<file path="src/rtl/distribute_1xn_dst_tag_buf.sv">
// Destination-tag distribute switch, radix 2**SEL_WIDTH, with a FIFO on every output.
// The top SEL_WIDTH tag bits pick the output and the remaining tag bits travel with the word.
// Broadcast mode writes the same entry into every output FIFO in one cycle.
module distribute_1xn_dst_tag_buf #(
    parameter int unsigned DATA_WIDTH            = 32,
    parameter int unsigned DESTINATION_TAG_WIDTH = 3,
    parameter int unsigned SEL_WIDTH             = 1,
    parameter int unsigned FIFO_DEPTH            = 4,
    localparam int unsigned NUM_DATA_OUT         = 2 ** SEL_WIDTH,
    localparam int unsigned OUT_COMMAND_WIDTH    = (DESTINATION_TAG_WIDTH > SEL_WIDTH)
                                                   ? (DESTINATION_TAG_WIDTH - SEL_WIDTH) : 1
) (
    input  logic                                      clk,
    input  logic                                      rst,
    input  logic                                      i_en,
    input  logic                                      i_valid,
    output logic                                      o_ready,
    input  logic [DATA_WIDTH-1:0]                     i_data_bus,
    input  logic [DESTINATION_TAG_WIDTH-1:0]          i_cmd,
    input  logic                                      i_bcast,
    output logic [NUM_DATA_OUT-1:0]                   o_valid,
    input  logic [NUM_DATA_OUT-1:0]                   i_ready,
    output logic [NUM_DATA_OUT*DATA_WIDTH-1:0]        o_data_bus,
    output logic [NUM_DATA_OUT*OUT_COMMAND_WIDTH-1:0] o_cmd
);

    localparam int unsigned PTR_W = $clog2(FIFO_DEPTH);
    localparam int unsigned CNT_W = PTR_W + 1;

    typedef struct packed {
        logic [OUT_COMMAND_WIDTH-1:0] cmd;
        logic [DATA_WIDTH-1:0]        data;
    } entry_t;

    logic [SEL_WIDTH-1:0]    sel;
    entry_t                  in_entry;
    logic [NUM_DATA_OUT-1:0] full;
    logic [NUM_DATA_OUT-1:0] nonempty;
    logic [NUM_DATA_OUT-1:0] push;
    logic [NUM_DATA_OUT-1:0] pop;
    logic                    accept;

    assign sel           = i_cmd[DESTINATION_TAG_WIDTH-1 -: SEL_WIDTH];
    assign in_entry.data = i_data_bus;

    // Forwarded tag is the tag remainder, or a constant zero when the whole tag is consumed
    generate
        if (DESTINATION_TAG_WIDTH > SEL_WIDTH) begin : g_fwd
            assign in_entry.cmd = i_cmd[OUT_COMMAND_WIDTH-1:0];
        end else begin : g_no_fwd
            assign in_entry.cmd = '0;
        end
    endgenerate

    // Acceptance uses registered occupancy only, so there is no i_ready -> o_ready path
    always_comb begin
        o_ready = 1'b0;
        if (rst && i_en) begin
            o_ready = i_bcast ? ~(|full) : ~full[sel];
        end
    end

    assign accept = i_valid & o_ready;

    // Steer an accepted word into the selected FIFO, or into all of them on broadcast
    always_comb begin
        push = '0;
        if (accept) begin
            if (i_bcast) begin
                push = '1;
            end else begin
                push[sel] = 1'b1;
            end
        end
    end

    assign o_valid = nonempty;
    assign pop     = nonempty & i_ready;

    generate
        for (genvar k = 0; k < NUM_DATA_OUT; k++) begin : g_out
            entry_t             mem [FIFO_DEPTH];
            logic [PTR_W-1:0]   wr_ptr;
            logic [PTR_W-1:0]   rd_ptr;
            logic [CNT_W-1:0]   count;
            entry_t             head;

            assign nonempty[k] = (count != '0);
            assign full[k]     = (count == CNT_W'(FIFO_DEPTH));

            // Pointer and occupancy tracking; reset discards everything queued
            always_ff @(posedge clk or negedge rst) begin
                if (!rst) begin
                    wr_ptr <= '0;
                    rd_ptr <= '0;
                    count  <= '0;
                end else begin
                    if (push[k]) begin
                        wr_ptr <= wr_ptr + PTR_W'(1);
                    end
                    if (pop[k]) begin
                        rd_ptr <= rd_ptr + PTR_W'(1);
                    end
                    if (push[k] && !pop[k]) begin
                        count <= count + CNT_W'(1);
                    end else if (!push[k] && pop[k]) begin
                        count <= count - CNT_W'(1);
                    end
                end
            end

            // Storage needs no reset: reads are masked while the FIFO is empty
            always_ff @(posedge clk) begin
                if (push[k]) begin
                    mem[wr_ptr] <= in_entry;
                end
            end

            assign head = nonempty[k] ? mem[rd_ptr] : '0;
            assign o_data_bus[k*DATA_WIDTH +: DATA_WIDTH]             = head.data;
            assign o_cmd[k*OUT_COMMAND_WIDTH +: OUT_COMMAND_WIDTH]    = head.cmd;
        end
    endgenerate

endmodule
</file>
<file path="config.mk">
export PLATFORM = sky130hd
export DESIGN_NAME = distribute_1xn_dst_tag_buf
export DESIGN_NICKNAME = d
export VERILOG_FILES = /design/src/rtl/distribute_1xn_dst_tag_buf.sv
export SDC_FILE = /design/constraint.sdc
export NUM_CORES = 1
export LEC_CHECK = 0
export BUFFER_PORTS_ARGS = -buffer_cell sky130_fd_sc_hd__buf_2
export CORE_UTILIZATION = 60
export DETAILED_ROUTE_END_ITERATION = 7
export GPL_TIMING_DRIVEN = 0
export PLACE_DENSITY = 0.88
export RECOVER_POWER = 100
export REMOVE_ABC_BUFFERS = 1
export SYNTH_ARGS = -nofsm -noshare
export SYNTH_HDL_FRONTEND = slang
export SYNTH_SLANG_ARGS = --single-unit
export TNS_END_PERCENT = 100
</file>
<file path="constraint.sdc">
create_clock -name clk -period 4.7 [get_ports clk]
set_input_delay 0.705 -clock clk [delete_from_list [all_inputs] [get_ports clk]]
set_output_delay 0.705 -clock clk [all_outputs]
set_load 0.02 [all_outputs]
</file>
==> flow_summary.toml <==
[layout]
nFillCells = 1062
area_growth_pct = 15.3
final_cell_count_no_fill = 882
layout_commonest_cell = "edfxtp_1"
diodes = 0
finalNetCount = 687
most-common-layout-cells = "edfxtp_1 (272), mux4_2 (68), clkbuf_1 (64), buf_2 (52), and2_0 (50)"
drive_above_1_share_pct = 27.7

[synthesis]
ys.flop_type = "edfxtp_1"
ys.warnings.count = 0
synth_area_leaders = "edfxtp_1 (73%), mux4_2 (14%), and2_1 (4.0%)"
synth_top_area_share_pct = 73.3
netlist_instances = 507
avgSynthCellArea_sq_um = 22.0
synth_cell_type_count = 31
yosys_register_bits = 286
syn_area_sq_um = 11100
synth_edf_count = 272
seq_area_frac_synth_pct = 76.5
async_flop_share_pct = 4.90
yosys.area.top_type = "edfxtp_1"

[timing]
worst_pin_slew_ns = 2.09
hold_violations = 0
fin_crit_sh_pct = 79.1
slew_headroom_pct = -39.5
fmax_mhz = 269
finalMaxSlewViolations = 140
setup_violations = 0
period_minus_slack_ns = 3.72
finalSetupTns_ns = 0
finalClockSkew_ns = 0.0175
grt_setup_unrepaired = "false"

[cts]
ctsHoldBuffers = 0
cts-root-buf = "clkbuf_16"
cts_setup_buffers = 0
numClockSinks = 286
cts_tree = "built"
clock_latency_ns = 0.54
post_cts_resize_count = 0
htreeDepth = 1
clk_pin_slew_worst_paths_ns = 0.06
cts_buffer_depth = 3
cts_buffers = 28

[detailed_routing]
vias_per_cell = 6.14
finalWirelength_um = 22600
drt_iter0_drc = 460
ant_nets = 0
drcViolationCount = 24
num_vias = 5415
wire_per_inst_um = 25.6
first_pass_iters = 7

[grt]
grt_pass1_vias = 5738
globalRouteOverflowTotal = 0
grt_max_degree = 38
antenna_found_initial = 1
grt_usage_pct = 24.5
grt_pass1_wl_um = 34200

[worst_setup_path]
cp.arrival_ns = 3.83
worstPathCellList = "clkbuf_1 -> nand3_1 -> nor4b_4 -> and2_1"
critPathMaxStageDelay_ns = 1.63
path_max_fanout = 34
worstSetupPathType = "in2reg"
critical-path-slowest-cell = "and2_1"
cp_top_family = "simple AND/OR/NAND/NOR gates"
crit_buf_inv = 1
cp-start-kind = "input port"
required_ns = 4.81
crit_path_end_kind = "flop"

[place]
portBuffers = 112
dp_cells = 832
post-dp-hpwl_um = 12900
place_congestion = 0.795

[die]
die_h_um = 138
start_util_pct = 61.6
core_area_sq_um = 18100
row_count = 49
die_w_um = 138
boundaryPins = 113
die-area_sq_um = 19100

[worst_hold_path]
hp-class = "in2async"

[power]
powerDensity_nw_per_um2 = 616
leakage_nw = 4.23
peakVddDrop_uv = 363

[flow_run]
maxCapViolCount = 4

[status]
violations = "design-rule violations, max-capacitance violations, max-slew violations"
status = "finished with violations"
[synthesized netlist by cell type (2+ instances only)]
cell,n
and2_1,72
and2_2,4
buf_1,3
buf_2,5
buf_4,6
clkbuf_1,9
dfrtp_1,14
edfxtp_1,272
fa_1,2
ha_1,10
inv_1,6
mux2_2,2
mux4_2,68
nand2_1,2
nand3_1,3
nor2_1,3
or3_1,2
xnor2_1,8
xor2_1,4
[worst register-to-register path, delay by kind of cell, from the launching register on]
family	cells	cell delay, ns
and+or+nand+nor	4	2.45
DFF	1	0.40
[through the flow]
step / cell area [sq um] / total power, mW / hold WS, ns / setup WS (ns) / util, %
final: 12800 / 7.91 / 0.272 / 0.980 / 71.0
after global routing: 12800 / 8.20 / 0.325 / 0.689 / 71.0
after CTS: 12900 / 8.01 / 0.0651 / 1.37 / 71.5
after detailed placement: 12000 / 5.84 / 0.485 / 1.50 / 66.6
after global placement: 11900 / 5.73 / 0.463 / 0.798 / 65.6
after floorplan: 11000 / 4.92 / 0.409 / 1.64 / -
[cell type report]
cell class	instances	area, sq um	area share, %
multi-input cells	191	2460	19.2
clock inverters	18	180	1.40
flip-flops and latches	286	8520	66.3
clock buffers	32	716	5.57
repair buffers	120	653	5.08
well taps	229	287	2.23
inverters	6	22.5	0.175
[metal layers]
| metal | part of all wire, % | global-route usage (%) | vias to the layer above |
|---|---|---|---|
| li1 | - | - | 2284 |
| met1 | 40 | 33.7 | 2823 |
| met2 | 50 | 40.1 | 255 |
| met3 | 6.8 | 4.36 | 51 |
| met4 | 2.8 | 8.81 | 2 |
| met5 | 0.062 | 0 | - |
[path summary, 6_finish.rpt]
check | from | endpoint | slack [ns] | cells after the start
max reg2reg | g_out[1].count[2] | g_out[0].mem[1][14] | 1.41 | 4
max in group asynchronous | rst | g_out[0].rd_ptr[0] | 3.80 | 1
min in group clk | i_ready[0] | g_out[0].rd_ptr[0] | 0.47 | 3
max | rst | g_out[0].mem[1][14] | 0.98 | 4
min | rst | g_out[0].wr_ptr[1] | 0.27 | 1
min reg2reg | g_out[1].count[2] | g_out[1].count[2] | 0.50 | 1
[kinds of logic (layout without fill, tap and decap cells)]
group / after synthesis / after routing / share of synthesized area [%]
fa+ha+maj: 12 / 12 / 1.48
flops: 286 / 286 / 76.5
simple gates: 93 / 93 / 5.44
compound gates: 2 / 2 / 0.180
buf+inv: 30 / 176 / 1.28
mux: 72 / 72 / 14.2
xor+xnor: 12 / 12 / 0.944
[state kept, by name, summed over array words and instances, names as in the netlist]
name / count
g_out.rd_ptr: 4
g_out.count: 6
g_out.wr_ptr: 4
g_out.mem: 272
[power breakdown]
part	leakage (nW)	internal [mW]	total, mW	switching (mW)
clock	0.437	1.26	2.17	0.912
sequential	2.61	2.97	3.21	0.243
combinational	1.18	1.11	2.53	1.42
total	4.23	5.34	7.91	2.57
(Power assumes the default switching activity.)
